**config.mk**
```make
export PLATFORM = sky130hd
export DESIGN_NAME = axi_slave_write_resp_gen
export DESIGN_NICKNAME = d
export VERILOG_FILES = /design/src/rtl/axi_slave_write_resp_gen.sv
export SDC_FILE = /design/constraint.sdc
export NUM_CORES = 1
export LEC_CHECK = 0
export BUFFER_PORTS_ARGS = -buffer_cell sky130_fd_sc_hd__clkbuf_2
export CORE_MARGIN = 5
export CORE_UTILIZATION = 47
export DETAILED_ROUTE_END_ITERATION = 16
export PLACE_DENSITY = 0.88
export SLEW_MARGIN = 20
export SYNTH_ARGS = -nofsm -noshare
export SYNTH_HDL_FRONTEND = slang
export SYNTH_SLANG_ARGS = --single-unit
```
**constraint.sdc**
```tcl
create_clock -name clk -period 2.7 [get_ports clk]
set_clock_uncertainty 0.15 [all_clocks]
set_input_delay 0.135 -clock clk [delete_from_list [all_inputs] [get_ports clk]]
set_output_delay 0.135 -clock clk [all_outputs]
set_load 0.02 [all_outputs]
```
**src/rtl/axi_slave_write_resp_gen.sv**
```systemverilog
// AXI slave write response generator: queues accepted AW IDs with their decode
// status and pairs each with a completed W burst to drive the B channel.
module axi_slave_write_resp_gen #(
  parameter int                    Num_Of_Masters  = 2,
  parameter int                    Masters_Id_Size = (Num_Of_Masters > 1) ? $clog2(Num_Of_Masters) : 1,
  parameter int                    Addr_Width      = 32,
  parameter int                    Fifo_Depth      = 4,
  parameter logic [Addr_Width-1:0] Slave_Base      = 32'h0000_0000,
  parameter logic [Addr_Width:0]   Slave_Size      = 33'h0_0000_1000
) (
  input  logic                       clk,
  input  logic                       rst,
  input  logic [Masters_Id_Size-1:0] S_AXI_awid,
  input  logic [Addr_Width-1:0]      S_AXI_awaddr,
  input  logic                       S_AXI_awvalid,
  output logic                       S_AXI_awready,
  input  logic                       S_AXI_wvalid,
  input  logic                       S_AXI_wready,
  input  logic                       S_AXI_wlast,
  output logic                       W_Accept_En,
  output logic [Masters_Id_Size-1:0] S_AXI_bid,
  output logic [1:0]                 S_AXI_bresp,
  output logic                       S_AXI_bvalid,
  input  logic                       S_AXI_bready
);

  localparam int              Ptr_W    = $clog2(Fifo_Depth);
  localparam int              Cnt_W    = Ptr_W + 1;
  localparam int              Entry_W  = Masters_Id_Size + 1;
  localparam logic [Cnt_W-1:0] Full_Cnt = Cnt_W'(Fifo_Depth);
  localparam logic [Cnt_W-1:0] Zero_Cnt = {Cnt_W{1'b0}};
  localparam logic [Cnt_W-1:0] One_Cnt  = Cnt_W'(1);
  localparam logic [Ptr_W-1:0] One_Ptr  = Ptr_W'(1);

  // Out-of-window check, widened by one bit so Base+Size cannot wrap.
  function automatic logic decode_err(input logic [Addr_Width-1:0] addr);
    logic [Addr_Width:0] addr_ext;
    logic [Addr_Width:0] lo_ext;
    logic [Addr_Width:0] hi_ext;
    addr_ext = {1'b0, addr};
    lo_ext   = {1'b0, Slave_Base};
    hi_ext   = lo_ext + Slave_Size - (Addr_Width + 1)'(1);
    return (addr_ext < lo_ext) || (addr_ext > hi_ext);
  endfunction

  logic [Entry_W-1:0]         fifo_mem_r [Fifo_Depth];
  logic [Ptr_W-1:0]           wr_ptr_r;
  logic [Ptr_W-1:0]           rd_ptr_r;
  logic [Cnt_W-1:0]           count_r;
  logic [Cnt_W-1:0]           wcnt_r;
  logic                       bvalid_r;
  logic [Masters_Id_Size-1:0] bid_r;
  logic [1:0]                 bresp_r;

  logic                       push_s;
  logic                       wdone_s;
  logic                       load_s;
  logic [Entry_W-1:0]         head_s;
  logic [Cnt_W-1:0]           count_nxt_s;
  logic [Cnt_W-1:0]           wcnt_nxt_s;
  logic                       bvalid_nxt_s;
  logic [Masters_Id_Size-1:0] bid_nxt_s;
  logic [1:0]                 bresp_nxt_s;

  assign S_AXI_awready = (count_r != Full_Cnt);
  assign W_Accept_En   = (wcnt_r != Full_Cnt);
  assign S_AXI_bvalid  = bvalid_r;
  assign S_AXI_bid     = bid_r;
  assign S_AXI_bresp   = bresp_r;

  assign push_s  = S_AXI_awvalid & S_AXI_awready;
  assign wdone_s = S_AXI_wvalid & S_AXI_wready & S_AXI_wlast;
  // A held response blocks the next load until it is taken.
  assign load_s  = (count_r != Zero_Cnt) & (wcnt_r != Zero_Cnt) & (~bvalid_r | S_AXI_bready);
  assign head_s  = fifo_mem_r[rd_ptr_r];

  // AW occupancy next-state.
  always_comb begin
    count_nxt_s = count_r;
    case ({push_s, load_s})
      2'b10:   count_nxt_s = count_r + One_Cnt;
      2'b01:   count_nxt_s = count_r - One_Cnt;
      default: count_nxt_s = count_r;
    endcase
  end

  // Completed-burst counter next-state.
  always_comb begin
    wcnt_nxt_s = wcnt_r;
    case ({wdone_s, load_s})
      2'b10:   wcnt_nxt_s = wcnt_r + One_Cnt;
      2'b01:   wcnt_nxt_s = wcnt_r - One_Cnt;
      default: wcnt_nxt_s = wcnt_r;
    endcase
  end

  // B channel next-state: load, retire, or hold.
  always_comb begin
    bvalid_nxt_s = bvalid_r;
    bid_nxt_s    = bid_r;
    bresp_nxt_s  = bresp_r;
    if (load_s) begin
      bvalid_nxt_s = 1'b1;
      bid_nxt_s    = head_s[Entry_W-1:1];
      bresp_nxt_s  = head_s[0] ? 2'b11 : 2'b00;
    end else if (bvalid_r && S_AXI_bready) begin
      bvalid_nxt_s = 1'b0;
    end else begin
      bvalid_nxt_s = bvalid_r;
    end
  end

  // AW FIFO storage and pointers.
  always_ff @(posedge clk or negedge rst) begin
    if (!rst) begin
      wr_ptr_r <= {Ptr_W{1'b0}};
      rd_ptr_r <= {Ptr_W{1'b0}};
      for (int i = 0; i < Fifo_Depth; i++) begin
        fifo_mem_r[i] <= {Entry_W{1'b0}};
      end
    end else begin
      if (push_s) begin
        fifo_mem_r[wr_ptr_r] <= {S_AXI_awid, decode_err(S_AXI_awaddr)};
        wr_ptr_r             <= wr_ptr_r + One_Ptr;
      end
      if (load_s) begin
        rd_ptr_r <= rd_ptr_r + One_Ptr;
      end
    end
  end

  // Counters and registered B outputs.
  always_ff @(posedge clk or negedge rst) begin
    if (!rst) begin
      count_r  <= Zero_Cnt;
      wcnt_r   <= Zero_Cnt;
      bvalid_r <= 1'b0;
      bid_r    <= {Masters_Id_Size{1'b0}};
      bresp_r  <= 2'b00;
    end else begin
      count_r  <= count_nxt_s;
      wcnt_r   <= wcnt_nxt_s;
      bvalid_r <= bvalid_nxt_s;
      bid_r    <= bid_nxt_s;
      bresp_r  <= bresp_nxt_s;
    end
  end

endmodule

```
==> results_dict.tcl <==
set metrics [dict create \
    cts.path.max_buffers 2 \
    synth_mux_area_frac 0.144 \
    r2r_setup_slack_ps 420 \
    insertion_delay_ps 310 \
    synth_top_area_share 0.454 \
    path_cells "dlygate4sd3_1, clkbuf_2, nand2b_1, and3_1, ha_1, inv_1, fa_1, xor2_1, nor2_1, xor2_1" \
    die_height_um 59.7 \
    cts.clk_slew.worst_paths_ps 120 \
    tightest_slew_ps 513 \
    dr.pass1.iters 6 \
    endpoint_kind "register" \
    vdd_drop_max_mv 0.584 \
    htreeDepth 1 \
    antenna_found_initial 0 \
    drtIter0Drc 23 \
    core-area_um2 2410 \
    hold_buffers 3 \
    ios 46 \
    ys_types 25 \
    cp.arrival_ps 2380 \
    finalSetupTns_ps 0 \
    clock_sinks 21 \
    wl_per_cell_um 14.8 \
    critPathMostFrequentCell "xor2_1" \
    finalHoldViolations 0 \
    fin_nets 179 \
    crit_fanout 5 \
    min_path_type "primary input to register" \
    syn2layout_area_growth_pct 20.5 \
    cts_setup_buffers 0 \
    max_freq_ghz 0.437 \
    netlist_instances 92 \
    die_w_um 59.7 \
    critPathSlowestCell "dlygate4sd3_1" \
    total_power_uw 1440 \
    slowest_delay_ps 520 \
    ys_seq_area_frac 0.454 \
    synth_top_family_by_area "multiplexers" \
    cts_tree "done" \
    p_leak_uw 0.000670 \
    slew_headroom 0.658 \
    synth_adder_area_share 0.0994 \
    avgSynthCellArea_um2 12.6 \
    maxSlewViolCount 0 \
    power_density_nw_per_um2 1030 \
    setup.worst_path.class "primary input to register" \
    start_util 0.481 \
    post-route-min-period_ps 2290 \
    netlist_area_um2 1160 \
    grt_usage 0.151 \
    setup_viol 0 \
    vias 829 \
    yosys_warnings 0 \
    numCtsBuffers 3 \
    worstPathRequired_ps 2800 \
    port_buffers 33 \
    core.rowCount 18 \
    drc_errors 0 \
    synth_seq_cells 21 \
    post-synth-top-area-cell "dfrtp_1" \
    fin_crit_sh 0.847 \
    drv_cap 0 \
    grt_overflow 0 \
    drive_gt1_frac 0.392 \
    drtAntennaViolNets 0 \
    min_from "S_AXI_awvalid" \
    synth_compound_area_frac 0.0432 \
    grt_pass1_wl_um 4030 \
    status "completed" \
    die_area_um2 3560 \
    synthXorXnorAreaFrac 0.0680 \
    wirelength_um 2370 \
    ys_top_cells_by_area "dfrtp_1 45%, mux2_4 7.8%, ha_1 6.5%, a31oi_1 4.3%, and3_4 3.9%" \
    cts_root_buffer "clkbuf_4" \
    grt_max_degree 22 \
    via_per_inst 5.18 \
    worstSetupStartpoint "S_AXI_bready" \
    syn_nets 140 \
    yosys.area_share.simple 0.140 \
    rsz0062_at_grt "false" \
    grt_pass1_vias 900 \
    n_antenna_cell 0 \
    critPathLaunchType "primary input" \
    dpl.hpwl_um 1950 \
    cts_resized 0 \
    r2r_start "count_r[0]$_DFFE_PN0P_" \
    place_congestion 0.780 \
]
## state kept, by name, indices dropped and copies added (netlist names)
signal	cells
wcnt_r	3
count_r	3
rd_ptr_r	2
S_AXI_bid	1
wr_ptr_r	2
fifo_mem_r	8
S_AXI_bresp	1
S_AXI_bvalid	1
## power by group
group,internal [uW],leakage (uW),switching [uW]
clock network,55.4,0.0000177,99.2
logic,384,0.000423,342
registers,452,0.000229,111
total,891,0.000670,553
## worst paths after layout
kind | endpoint | cells after the start
setup / recovery | count_r[2]$_DFFE_PN0P_ | 10
hold / removal | fifo_mem_r[0]$_DFFE_PN0P_ | 3
setup reg to reg | count_r[2]$_DFFE_PN0P_ | 8
hold reg to reg | count_r[2]$_DFFE_PN0P_ | 1
max in group asynchronous | wr_ptr_r[0]$_DFFE_PN0P_ | 2
min in group asynchronous | fifo_mem_r[2]$_DFFE_PN0P_ | 2
## per-stage QoR
stage | cells | utilization | cell area, um2 | hold slack, ps | setup WS, ps
after floorplan | 92 | - | 1160 | -311 | 456
after global placement | 153 | 0.556 | 1340 | -37.3 | 523
after detailed placement | 153 | 0.556 | 1340 | -14.9 | 422
after CTS | 160 | 0.579 | 1400 | 67.1 | 398
after global routing | 160 | 0.579 | 1400 | 90.6 | 286
final | 160 | 0.579 | 1400 | 70.2 | 414
## cells in the mapped netlist
| cell type | count |
|---|---|
| dfrtp_1 | 21 |
| a31oi_1 | 8 |
| inv_1 | 8 |
| ha_1 | 6 |
| mux2_4 | 6 |
| xor2_1 | 5 |
| and3_4 | 4 |
| xnor2_1 | 4 |
| nand2_1 | 3 |
| nor2_1 | 3 |
| nor4_1 | 3 |
| and3_1 | 2 |
| buf_6 | 2 |
| fa_1 | 2 |
| mux2i_1 | 2 |
| mux4_2 | 2 |
| nand3_1 | 2 |
| or4_1 | 2 |
| buf_4 | 1 |
| mux2_1 | 1 |
| nand2b_1 | 1 |
| nand4_1 | 1 |
| or3_1 | 1 |
| or3_4 | 1 |
| or3b_1 | 1 |
## worst max-delay path: cells and delay by family
| family | cells | cell delay, ps |
|---|---|---|
| buffers and inverters | 3 | 670 |
| adder cells (fa/ha/maj) | 2 | 630 |
| AND/OR/NAND/NOR | 3 | 610 |
| XOR/XNOR | 2 | 320 |
## layer usage
metal / wire (um) / track usage / share of wire / up-vias
li1: - / - / - / 398
met1: 926 / 0.175 / 0.39 / 408
met2: 1330 / 0.273 / 0.56 / 18
met3: 91 / 0.0324 / 0.038 / 5
met4: 28 / 0.0475 / 0.012 / 0
met5: 0 / 0 / 0 / -
## kinds of logic (layout without fill, tap and decap cells)
kind of cell               count (synthesis)  after routing
AOI/OAI and AO/OA                          8              8
and+or+nand+nor                           24             24
xor gates and xnor gates                   9              9
DFF                                       21             21
muxes                                     11             11
adders and majority gates                  8              8
buffers and inverters                     11             49
## cells in the final DEF (no fill, tap or decap)
cell           count
nor4_1             3
mux2_1             1
inv_1              8
clkbuf_4           3
nand3_1            2
clkinv_2           1
mux2_4             6
ha_1               6
or4_1              2
buf_4              1
dfrtp_1           21
nand4_1            1
mux2i_1            2
nand2b_1           1
mux4_2             2
dlygate4sd3_1      3
or3_4              1
a31oi_1            8
clkbuf_2          33
and3_1             2
fa_1               2
nor2_1             3
and3_4             4
or3_1              1
or3b_1             1
nand2_1            3
xor2_1             5
xnor2_1            4
## cell type report
cell class | instances | area, um2
multi-input combinational | 60 | 573
tap | 30 | 37.5
sequential | 21 | 526
inverter | 8 | 30.0
clock buffer | 3 | 22.5
timing repair buffer | 37 | 203
fill | 190 | 1010
clock inverter | 1 | 5.00
No activity file was read; power rests on OpenSTA's default activity.
